$ cat config.mk
export PLATFORM = sky130hd
export DESIGN_NAME = exception_sequencer
export DESIGN_NICKNAME = d
export VERILOG_FILES = /design/src/rtl/exception_sequencer.sv
export SDC_FILE = /design/constraint.sdc
export NUM_CORES = 1
export LEC_CHECK = 0
export CAP_MARGIN = 20
export CORE_AREA = 2 2 128 130
export CTS_CLUSTER_DIAMETER = 120
export DETAILED_ROUTE_END_ITERATION = 10
export DIE_AREA = 0 0 130 132
export GPL_TIMING_DRIVEN = 0
export PLACE_DENSITY = 0.84
export SLEW_MARGIN = 20
export SYNTH_ARGS = -nofsm -noshare
export SYNTH_HDL_FRONTEND = slang
export SYNTH_SLANG_ARGS = --single-unit
$ cat constraint.sdc
create_clock -name clk -period 9.4 [get_ports clk]
set_clock_uncertainty 0.05 [all_clocks]
set_input_delay 1.41 -clock clk [delete_from_list [all_inputs] [get_ports clk]]
set_output_delay 1.41 -clock clk [all_outputs]
set_load 0.01 [all_outputs]
$ cat src/rtl/exception_sequencer.sv
// exception_sequencer
// Exception entry/return sequencer. When a retiring instruction carries an
// enabled cause, it pulses jisr, latches the cause context, writes the four
// exception SPRs (ESR, ECA, EPC, EDATA), redirects the PC to the handler, and
// stalls fetch/issue while it does so. An eret retiring in the handler
// restores sr and mode and returns to the latched EPC. Cause 0 aborts any
// sequence in progress and restarts exception entry.
//
// Ports:
//   clk, reset            rising-edge clock, async active-high reset
//   ca[22:0]              level cause lines, index 0 = highest priority
//   sr[31:0]              status register (sr[i] enables maskable cause i)
//   mode                  current mode, 1 = user
//   instr_done, eret      retire strobe and return-from-exception flag
//   pc, next_pc, ea       retiring PC, its successor, effective address
//   jisr                  one-cycle exception-entry pulse
//   il, rpt               latched interrupt level and repeat flag
//   spr_we/sel/wdata      SPR write port (0=ESR 1=ECA 2=EPC 3=EDATA)
//   pc_load, pc_target    PC redirect
//   sr_clear, sr_restore  sr clear / restore-from-ESR strobes
//   mode_out              mode to apply
//   busy                  stalls fetch/issue
module exception_sequencer #(
    parameter logic [31:0] SISR_ADDR = 32'h0000_0100,
    parameter int          NMASK_LO  = 6
) (
    input  logic        clk,
    input  logic        reset,
    input  logic [22:0] ca,
    input  logic [31:0] sr,
    input  logic        mode,
    input  logic        instr_done,
    input  logic        eret,
    input  logic [31:0] pc,
    input  logic [31:0] next_pc,
    input  logic [31:0] ea,
    output logic        jisr,
    output logic [4:0]  il,
    output logic        rpt,
    output logic        spr_we,
    output logic [1:0]  spr_sel,
    output logic [31:0] spr_wdata,
    output logic        pc_load,
    output logic [31:0] pc_target,
    output logic        sr_clear,
    output logic        sr_restore,
    output logic        mode_out,
    output logic        busy
);

    typedef enum logic [2:0] {
        ST_IDLE    = 3'd0,
        ST_SAVE    = 3'd1,
        ST_VECTOR  = 3'd2,
        ST_HANDLER = 3'd3,
        ST_RESTORE = 3'd4
    } state_t;

    // Lowest set index of the cause vector (index 0 has highest priority).
    function automatic logic [4:0] lowest_index(input logic [22:0] v);
        logic [4:0] idx;
        idx = 5'd0;
        for (int i = 22; i >= 0; i--) begin
            if (v[i]) begin
                idx = 5'(i);
            end else begin
                idx = idx;
            end
        end
        return idx;
    endfunction

    state_t      state_r;
    logic [1:0]  cnt_r;
    logic [22:0] mca_r;
    logic [31:0] sr_r;
    logic        mode_r;
    logic [31:0] ea_r;
    logic [31:0] epc_r;

    logic [22:0] mca_s;
    logic [4:0]  il_s;
    logic        rpt_s;
    logic [31:0] epc_s;
    logic        enter_s;
    logic [1:0]  cnt_next_s;
    logic [31:0] save_data_s;

    // Cause masking, priority resolution and entry decision.
    always_comb begin
        mca_s = 23'd0;
        for (int i = 0; i < 23; i++) begin
            if (i < NMASK_LO) begin
                mca_s[i] = ca[i];
            end else begin
                mca_s[i] = ca[i] & sr[i];
            end
        end
        il_s  = lowest_index(mca_s);
        // Causes 3 and 4 re-execute the faulting instruction on return.
        rpt_s = (il_s == 5'd3) || (il_s == 5'd4);
        epc_s = rpt_s ? pc : next_pc;
        // Outside IDLE only cause 0 may (re)start exception entry.
        if (state_r == ST_IDLE) begin
            enter_s = instr_done && (mca_s != 23'd0);
        end else begin
            enter_s = instr_done && mca_s[0];
        end
    end

    // SPR word for the next save slot, taken from the latched context.
    always_comb begin
        cnt_next_s = cnt_r + 2'd1;
        case (cnt_next_s)
            2'd1:    save_data_s = {9'd0, mca_r};
            2'd2:    save_data_s = epc_r;
            2'd3:    save_data_s = ea_r;
            default: save_data_s = sr_r;
        endcase
    end

    // Sequencer FSM with registered outputs aligned to the state they belong to.
    always_ff @(posedge clk or posedge reset) begin
        if (reset) begin
            state_r    <= ST_IDLE;
            cnt_r      <= 2'd0;
            mca_r      <= 23'd0;
            sr_r       <= 32'd0;
            mode_r     <= 1'b0;
            ea_r       <= 32'd0;
            epc_r      <= 32'd0;
            jisr       <= 1'b0;
            il         <= 5'd0;
            rpt        <= 1'b0;
            spr_we     <= 1'b0;
            spr_sel    <= 2'd0;
            spr_wdata  <= 32'd0;
            pc_load    <= 1'b0;
            pc_target  <= 32'd0;
            sr_clear   <= 1'b0;
            sr_restore <= 1'b0;
            mode_out   <= 1'b0;
            busy       <= 1'b0;
        end else begin
            jisr       <= 1'b0;
            spr_we     <= 1'b0;
            pc_load    <= 1'b0;
            sr_clear   <= 1'b0;
            sr_restore <= 1'b0;
            if (enter_s) begin
                // First SAVE cycle writes ESR from the live sr, which is being latched now.
                state_r   <= ST_SAVE;
                cnt_r     <= 2'd0;
                jisr      <= 1'b1;
                il        <= il_s;
                rpt       <= rpt_s;
                mca_r     <= mca_s;
                sr_r      <= sr;
                mode_r    <= mode;
                ea_r      <= ea;
                epc_r     <= epc_s;
                spr_we    <= 1'b1;
                spr_sel   <= 2'd0;
                spr_wdata <= sr;
                mode_out  <= 1'b0;
                busy      <= 1'b1;
            end else begin
                case (state_r)
                    ST_IDLE: begin
                        mode_out <= mode;
                        busy     <= 1'b0;
                    end
                    ST_SAVE: begin
                        if (cnt_r == 2'd3) begin
                            state_r   <= ST_VECTOR;
                            cnt_r     <= 2'd0;
                            pc_load   <= 1'b1;
                            pc_target <= SISR_ADDR;
                            sr_clear  <= 1'b1;
                            mode_out  <= 1'b0;
                            busy      <= 1'b1;
                        end else begin
                            cnt_r     <= cnt_next_s;
                            spr_we    <= 1'b1;
                            spr_sel   <= cnt_next_s;
                            spr_wdata <= save_data_s;
                            busy      <= 1'b1;
                        end
                    end
                    ST_VECTOR: begin
                        state_r  <= ST_HANDLER;
                        mode_out <= 1'b0;
                        busy     <= 1'b0;
                    end
                    ST_HANDLER: begin
                        if (instr_done && eret) begin
                            state_r    <= ST_RESTORE;
                            pc_load    <= 1'b1;
                            pc_target  <= epc_r;
                            sr_restore <= 1'b1;
                            mode_out   <= mode_r;
                            busy       <= 1'b1;
                        end else begin
                            mode_out <= 1'b0;
                            busy     <= 1'b0;
                        end
                    end
                    ST_RESTORE: begin
                        state_r  <= ST_IDLE;
                        mode_out <= mode;
                        busy     <= 1'b0;
                    end
                    default: begin
                        state_r  <= ST_IDLE;
                        cnt_r    <= 2'd0;
                        mode_out <= 1'b0;
                        busy     <= 1'b0;
                    end
                endcase
            end
        end
    end

endmodule

==> impl_metrics.yaml, run 1 <==
timing:
  setup_viol: 0
  finalHoldViolations: 0
  fmax_mhz: 229
  maxSlewHeadroom_pct: 53.7
  setup_tns_ns: 0
  period_needed_ns: 4.37
  worst_pin_slew_ns: 0.695
  rsz0062_at_grt: "false"
  min_period_over_period_pct: 46.4
  finalMaxSlewViolations: 0
global_route:
  antenna_found_initial: 0
  grt.overflow.total: 0
  grt_max_degree: 88
  grt.busiest_layer: "met2"
  met1_usage_pct: 43.1
  grt_pass1_wl_um: 42600
  use_met2_pct: 52.9
  grt_use_met3_pct: 5.56
  grtUsageTotal_pct: 32.5
  grt_pass1_vias: 8038
die:
  io_pins: 235
  die_area_um2: 17200
  rows: 46
  die_h_um: 132
  die_w_um: 130
  start_util_pct: 50.4
  core_um2: 15700
final_layout:
  fin_nets: 1312
  nFillCells: 1228
  syn_to_final_growth_pct: 41.0
  antenna_cells: 0
  drive_above_1_share_pct: 4.04
clocking:
  clk_pin_slew_ns: 0.06
  cts.sinks: 172
  ctsHoldBuffers: 0
  post_cts_buffers: 0
  clockBufferDepth: 2
  cts-buffers-inserted: 17
  cts_root_buffer: "clkbuf_16"
  clock_latency_ns: 0.43
  cts_resized: 0
  cts_max_level: 4
  cts_tree: "yes"
setup_path:
  cp.required_ns: 9.64
  r2r_start: "state_r[1]"
  startpoint: "sr[19]"
  start_kind: "primary input"
  critPathMaxFanout: 10
  critPathArrivalTime_ns: 4.60
  setup.worst_path.class: "primary input to flop"
  crit_path_end_kind: "flop"
synthesis:
  synth_xor_area_share_pct: 0
  synth_fa_ha_area_share_pct: 0.633
  yosysMostFrequentCell: "nand2_1"
  synth_ff_type: "dfrtp_1"
  syn_area_um2: 7910
  ys_seq_elements: 172
  avgSynthCellArea_um2: 8.81
  synth_top_area_share_pct: 54.4
  synth_edf_count: 0
  yosysWarnings: 0
  ys_async_sr_fraction_pct: 100
  synthDistinctLibCells: 48
  synthSimpleGateAreaFrac_pct: 24.2
  synth.area.mux_share_pct: 0.285
  syn-num-nets: 1058
  syn_inst: 898
  synth-compound-area-share_pct: 16.2
  synth_top_family_by_area: "simple AND/OR/NAND/NOR gates"
  ys_top_cells_by_area: "dfrtp_1 54%, nand2_1 15%, o21ai_0 4.0%"
  post-synth-top-area-cell: "dfrtp_1"
  yosysSeqAreaShare_pct: 54.4
  synthTopCellsByCount: "317 x nand2_1, 172 x dfrtp_1, 64 x o21ai_0"
power:
  p_leak_nw: 4.91
  peakVddDrop_mv: 0.175
  pwr_density_cell_nw_per_um2: 269
  power.total_mw: 3.00
drt:
  drtIter0Drc: 847
  drtPass1Iterations: 6
  wire_per_inst_um: 20.0
  ant_nets: 0
  drc: 0
  via_per_inst: 5.87
  dr_total_vias: 8097
  routed_wl_um: 27600
flow_run:
  drv_cap: 0
status:
  status: "finished, final reports clean"
hold_path:
  hold_path.class: "flop to flop"
  min_from: "pc_target[23]"
placement:
  io_buffers: 234
  gp_congestion: 0.941
  dp_hpwl_um: 20300
[critical path: stages]
cell             delay [ns]
clkdlybuf4s50_1        0.50
a22o_1                 0.27
a31oi_1                0.20
o2111ai_1              0.17
a211oi_1               0.48
or4_1                  0.21
clkbuf_1               0.27
and2_1                 0.17
clkbuf_1               0.23
clkbuf_1               0.48
o211ai_1               0.19
[cells in the final DEF, fill, tap and decap left out, drive strengths merged, types with 3 or more instances in the layout]
cell and instances:
nor2 36, nor4 3, clkinv 3, a22o 7, o211ai 32, dfrtp 172
nand3 40, a21oi 33, nand4 34, or3 3, ha 4, clkbuf 87
a222oi 23, nand2 317, clkdlybuf4s50 234, nor3 3, o31ai 5, a31oi 4
inv 10, o21ai 65, buf 10, and2 4, a221o 9
[kinds of logic (layout without fill, tap and decap cells)]
logic type / after synthesis / count (layout)
buffers and inverters: 81 / 347
adder cells (fa/ha/maj): 4 / 4
multiplexers: 2 / 2
AND/OR/NAND/NOR: 450 / 450
flip-flops: 172 / 172
AO/OA/AOI/OAI: 189 / 189
[per-layer routing]
layer	part of all wire [%]	vias up
met2	48	455
li1	-	3636
met1	40	3944
met5	0	-
met4	3.2	0
met3	9.1	62
[power by group]
| part | switching [mW] | internal (mW) | total, mW |
|---|---|---|---|
| logic | 0.639 | 0.505 | 1.14 |
| clock network | 0.288 | 0.431 | 0.719 |
| registers | 0.171 | 0.967 | 1.14 |
[stage by stage]
stage / worst slack [ns] / cell area [µm²] / hold WS (ns) / std cells / util [%]
floorplan: 3.28 / 7910 / 0.396 / 898 / -
global placement: 0.984 / 10500 / 0.400 / 1348 / 67.0
detailed placement: 4.75 / 10600 / 0.407 / 1349 / 67.2
CTS: 5.18 / 11200 / 0.419 / 1380 / 71.0
global route: 4.94 / 11200 / 0.443 / 1380 / 71.0
finish: 5.03 / 11200 / 0.415 / 1380 / 71.0
[worst paths after layout]
check | end | slack [ns] | depth (start not counted)
setup / recovery | epc_r[23] | 5.03 | 11
hold / removal | pc_target[23] | 0.41 | 2
setup reg to reg | ea_r[25] | 6.39 | 9
hold reg to reg | pc_target[23] | 0.41 | 2
max in group asynchronous | ea_r[18] | 7.03 | 3
min in group asynchronous | pc_target[15] | 1.43 | 2
[sequential cells by signal, indices dropped and copies added (netlist names)]
signal      cells
busy            1
cnt_r           2
ea_r           32
epc_r          32
il              5
jisr            1
mca_r          23
mode_out        1
mode_r          1
pc_load         1
pc_target      32
rpt             1
spr_sel         2
spr_wdata      32
spr_we          1
sr_clear        1
sr_restore      1
state_r         3
[layout make-up]
type | instances | area [µm²] | share of cell area, %
buffer | 71 | 298 | 2.67
inverter | 10 | 52.6 | 0.471
sequential | 172 | 4300 | 38.6
multi-input combinational | 645 | 3270 | 29.3
clock inverter | 6 | 82.6 | 0.740
timing repair buffer | 235 | 2370 | 21.2
clock buffer | 25 | 515 | 4.62
tap | 216 | 270 | 2.42
Power figures use the tool's default switching activity.
==> run 2: changes to the inputs <==
--- a/config.mk
+++ b/config.mk
@@ -6,12 +6,12 @@
 export NUM_CORES = 1
 export LEC_CHECK = 0
 export CAP_MARGIN = 20
-export CORE_AREA = 2 2 128 130
+export CORE_AREA = 2 2 133 135
 export CTS_CLUSTER_DIAMETER = 120
 export DETAILED_ROUTE_END_ITERATION = 10
-export DIE_AREA = 0 0 130 132
+export DIE_AREA = 0 0 135 137
 export GPL_TIMING_DRIVEN = 0
-export PLACE_DENSITY = 0.84
+export PLACE_DENSITY = 0.79
 export SLEW_MARGIN = 20
 export SYNTH_ARGS = -nofsm -noshare
 export SYNTH_HDL_FRONTEND = slang
==> constraint.sdc (replaced) <==
create_clock -name clk -period 4.3 [get_ports clk]
set_clock_uncertainty 0.05 [all_clocks]
set_input_delay 0.645 -clock clk [delete_from_list [all_inputs] [get_ports clk]]
set_output_delay 0.645 -clock clk [all_outputs]
set_load 0.01 [all_outputs]
==> run 2 against run 1 <==
Compared with the run above:
- design area grew 0.56%
- sequential power grew 120%
- die area grew 7.8%
- sequential share of layout area shrank 0.22 points
- critical path depth is the same
- register-to-register slack lost 5.2 ns
- non-clock buffer count grew 5
- via count shrank 1.1%
- sequential cell count is the same
==> impl_metrics.yaml, run 2 (synthesized netlist as in run 1, its figures left out) <==
setup_path:
  critPathArrivalTime_ns: 3.92
  setup.worst_path.class: "primary input to flop"
  critPathMaxFanout: 10
  start_kind: "primary input"
  reg2reg_to: "busy"
  crit_path_end_kind: "flop"
  crit_end: "epc_r[14]"
  cp.required_ns: 4.54
  r2r_start: "state_r[1]"
  rr_worst_depth: 8
  crit_path_frequent_cell: "clkbuf_1"
  r2r_slack_ns: 1.19
  startpoint: "sr[22]"
  cp_slowest_cell: "clkdlybuf4s50_1"
  cp_cell_sequence: "clkdlybuf4s50_1 > and2_1 > and3b_1 > o311ai_0 > and3_1 > or4_1 > clkbuf_1 > and2_1 > clkbuf_1 > clkbuf_1 > o211ai_1"
  slowest_delay_ns: 0.50
global_route:
  grt_pass1_wl_um: 42500
  antenna_found_initial: 0
  grt_max_degree: 32
  grt.overflow.total: 0
  grtUsageTotal_pct: 30.3
  grt_pass1_vias: 7841
clocking:
  cts_resized: 0
  post_cts_buffers: 0
  cts_root_buffer: "clkbuf_16"
  cts.sinks: 172
  clockBufferDepth: 2
  cts_max_level: 4
  clock_latency_ns: 0.44
  clk_pin_slew_ns: 0.06
  cts_tree: "yes"
  ctsHoldBuffers: 0
  cts-buffers-inserted: 17
final_layout:
  syn_to_final_growth_pct: 41.8
  fin_nets: 1317
  drive_above_1_share_pct: 4.53
  mostFrequentLayoutCells: "317 x nand2_1, 234 x clkdlybuf4s50_1, 172 x dfrtp_1"
  antenna_cells: 0
  utilization_pct: 65.8
  multiInputGateArea_um2: 3270
  fin_cells: 1395
  nFillCells: 1441
  layout_commonest_cell: "nand2_1"
  fin_area_um2: 11200
  ff_latch_area_um2: 4300
hold_path:
  hold_path.class: "flop to flop"
  min_from: "pc_target[12]"
timing:
  finalHoldViolations: 0
  fmax_mhz: 272
  worst_pin_slew_ns: 0.694
  period_needed_ns: 3.68
  min_period_over_period_pct: 85.5
  rsz0062_at_grt: "false"
  finalMaxSlewViolations: 0
  setup_viol: 0
  maxSlewHeadroom_pct: 53.6
drt:
  via_per_inst: 5.74
  ant_nets: 0
  routed_wl_um: 27400
  drtPass1Iterations: 6
  wire_per_inst_um: 19.6
  dr_total_vias: 8010
  drc: 0
  drtIter0Drc: 823
die:
  core_um2: 17100
  die_h_um: 137
  die_area_um2: 18500
  io_pins: 235
  rows: 48
  die_w_um: 135
  start_util_pct: 46.4
power:
  p_comb_share_pct: 39.2
  pwr_density_cell_nw_per_um2: 573
  p_leak_nw: 4.94
  power_frac_seq_pct: 38.3
  p_sw_mw: 2.40
  power.total_mw: 6.43
  peakVddDrop_mv: 0.400
  intPower_mw: 4.03
  swShare_pct: 37.3
  clock_power_share_pct: 22.5
placement:
  place_inst: 1363
  io_buffers: 234
  gp_congestion: 0.906
  dp_hpwl_um: 20700
  placed_area_um2: 10700
status:
  status: "finished, final reports clean"
flow_run:
  drv_cap: 0
## run 2: cell count changes in the layout (fill, tap and decap cells not counted), sizes merged
cell and change:
clkinv +7, buf +5, clkbuf -5, bufinv -1, clkinvlp +1, inv -1
## run 2: worst min-delay path by stage
stage	to	cells after the start
after CTS	pc_target[10]	2
after floorplan	mode_r	2
after global routing	pc_target[18]	2
final	pc_target[12]	2
after global placement	pc_target[10]	2
after detailed placement	pc_target[10]	2
## run 2: power by group through the flow
stage / clock network, mW / logic, mW / registers, mW
after floorplan: 0 / 1.23 / 2.49
after global placement: 0 / 2.42 / 2.46
after detailed placement: 0 / 2.49 / 2.48
after CTS: 1.45 / 2.51 / 2.45
after global routing: 1.53 / 2.77 / 2.51
final: 1.45 / 2.52 / 2.46
## run 2: final cells by class
cell class / instances / share of cell area (%)
tap: 225 / 2.51
timing repair buffer: 240 / 22.1
multi-input combinational: 645 / 29.1
clock buffer: 20 / 3.98
clock inverter: 12 / 0.881
buffer: 71 / 2.65
inverter: 10 / 0.435
sequential: 172 / 38.4
## run 2: metal layers
layer / GRT usage (%) / vias to the layer above / wire (µm)
met4: 11.1 / 0 / 697
met2: 48.2 / 452 / 13000
met1: 40.8 / 3846 / 11200
met3: 6.85 / 54 / 2480
li1: - / 3658 / -
met5: 0 / - / 0
## run 2: critical path, delay by kind of cell
kind / cells / cell delay (ns)
buffers and inverters: 4 / 1.63
and+or+nand+nor: 5 / 1.09
AOI/OAI and AO/OA: 2 / 0.55
## run 2: metrics by stage
stage | hold WS [ns] | setup TNS [ns] | setup slack [ns]
after detailed placement | 0.405 | 0 | 0.224
after CTS | 0.418 | 0 | 0.662
after global routing | 0.439 | 0 | 0.394
final | 0.414 | 0 | 0.622
after floorplan | 0.396 | 0 | 1.37
after global placement | 0.399 | -2.51 | -0.0260
==> run 3: changes to the inputs <==
--- a/config.mk
+++ b/config.mk
@@ -16,3 +16,4 @@
 export SYNTH_ARGS = -nofsm -noshare
 export SYNTH_HDL_FRONTEND = slang
 export SYNTH_SLANG_ARGS = --single-unit
+export TNS_END_PERCENT = 5
==> results of run 3 <==
No change in the layout: final DEF, timing and power equal those of run 2.
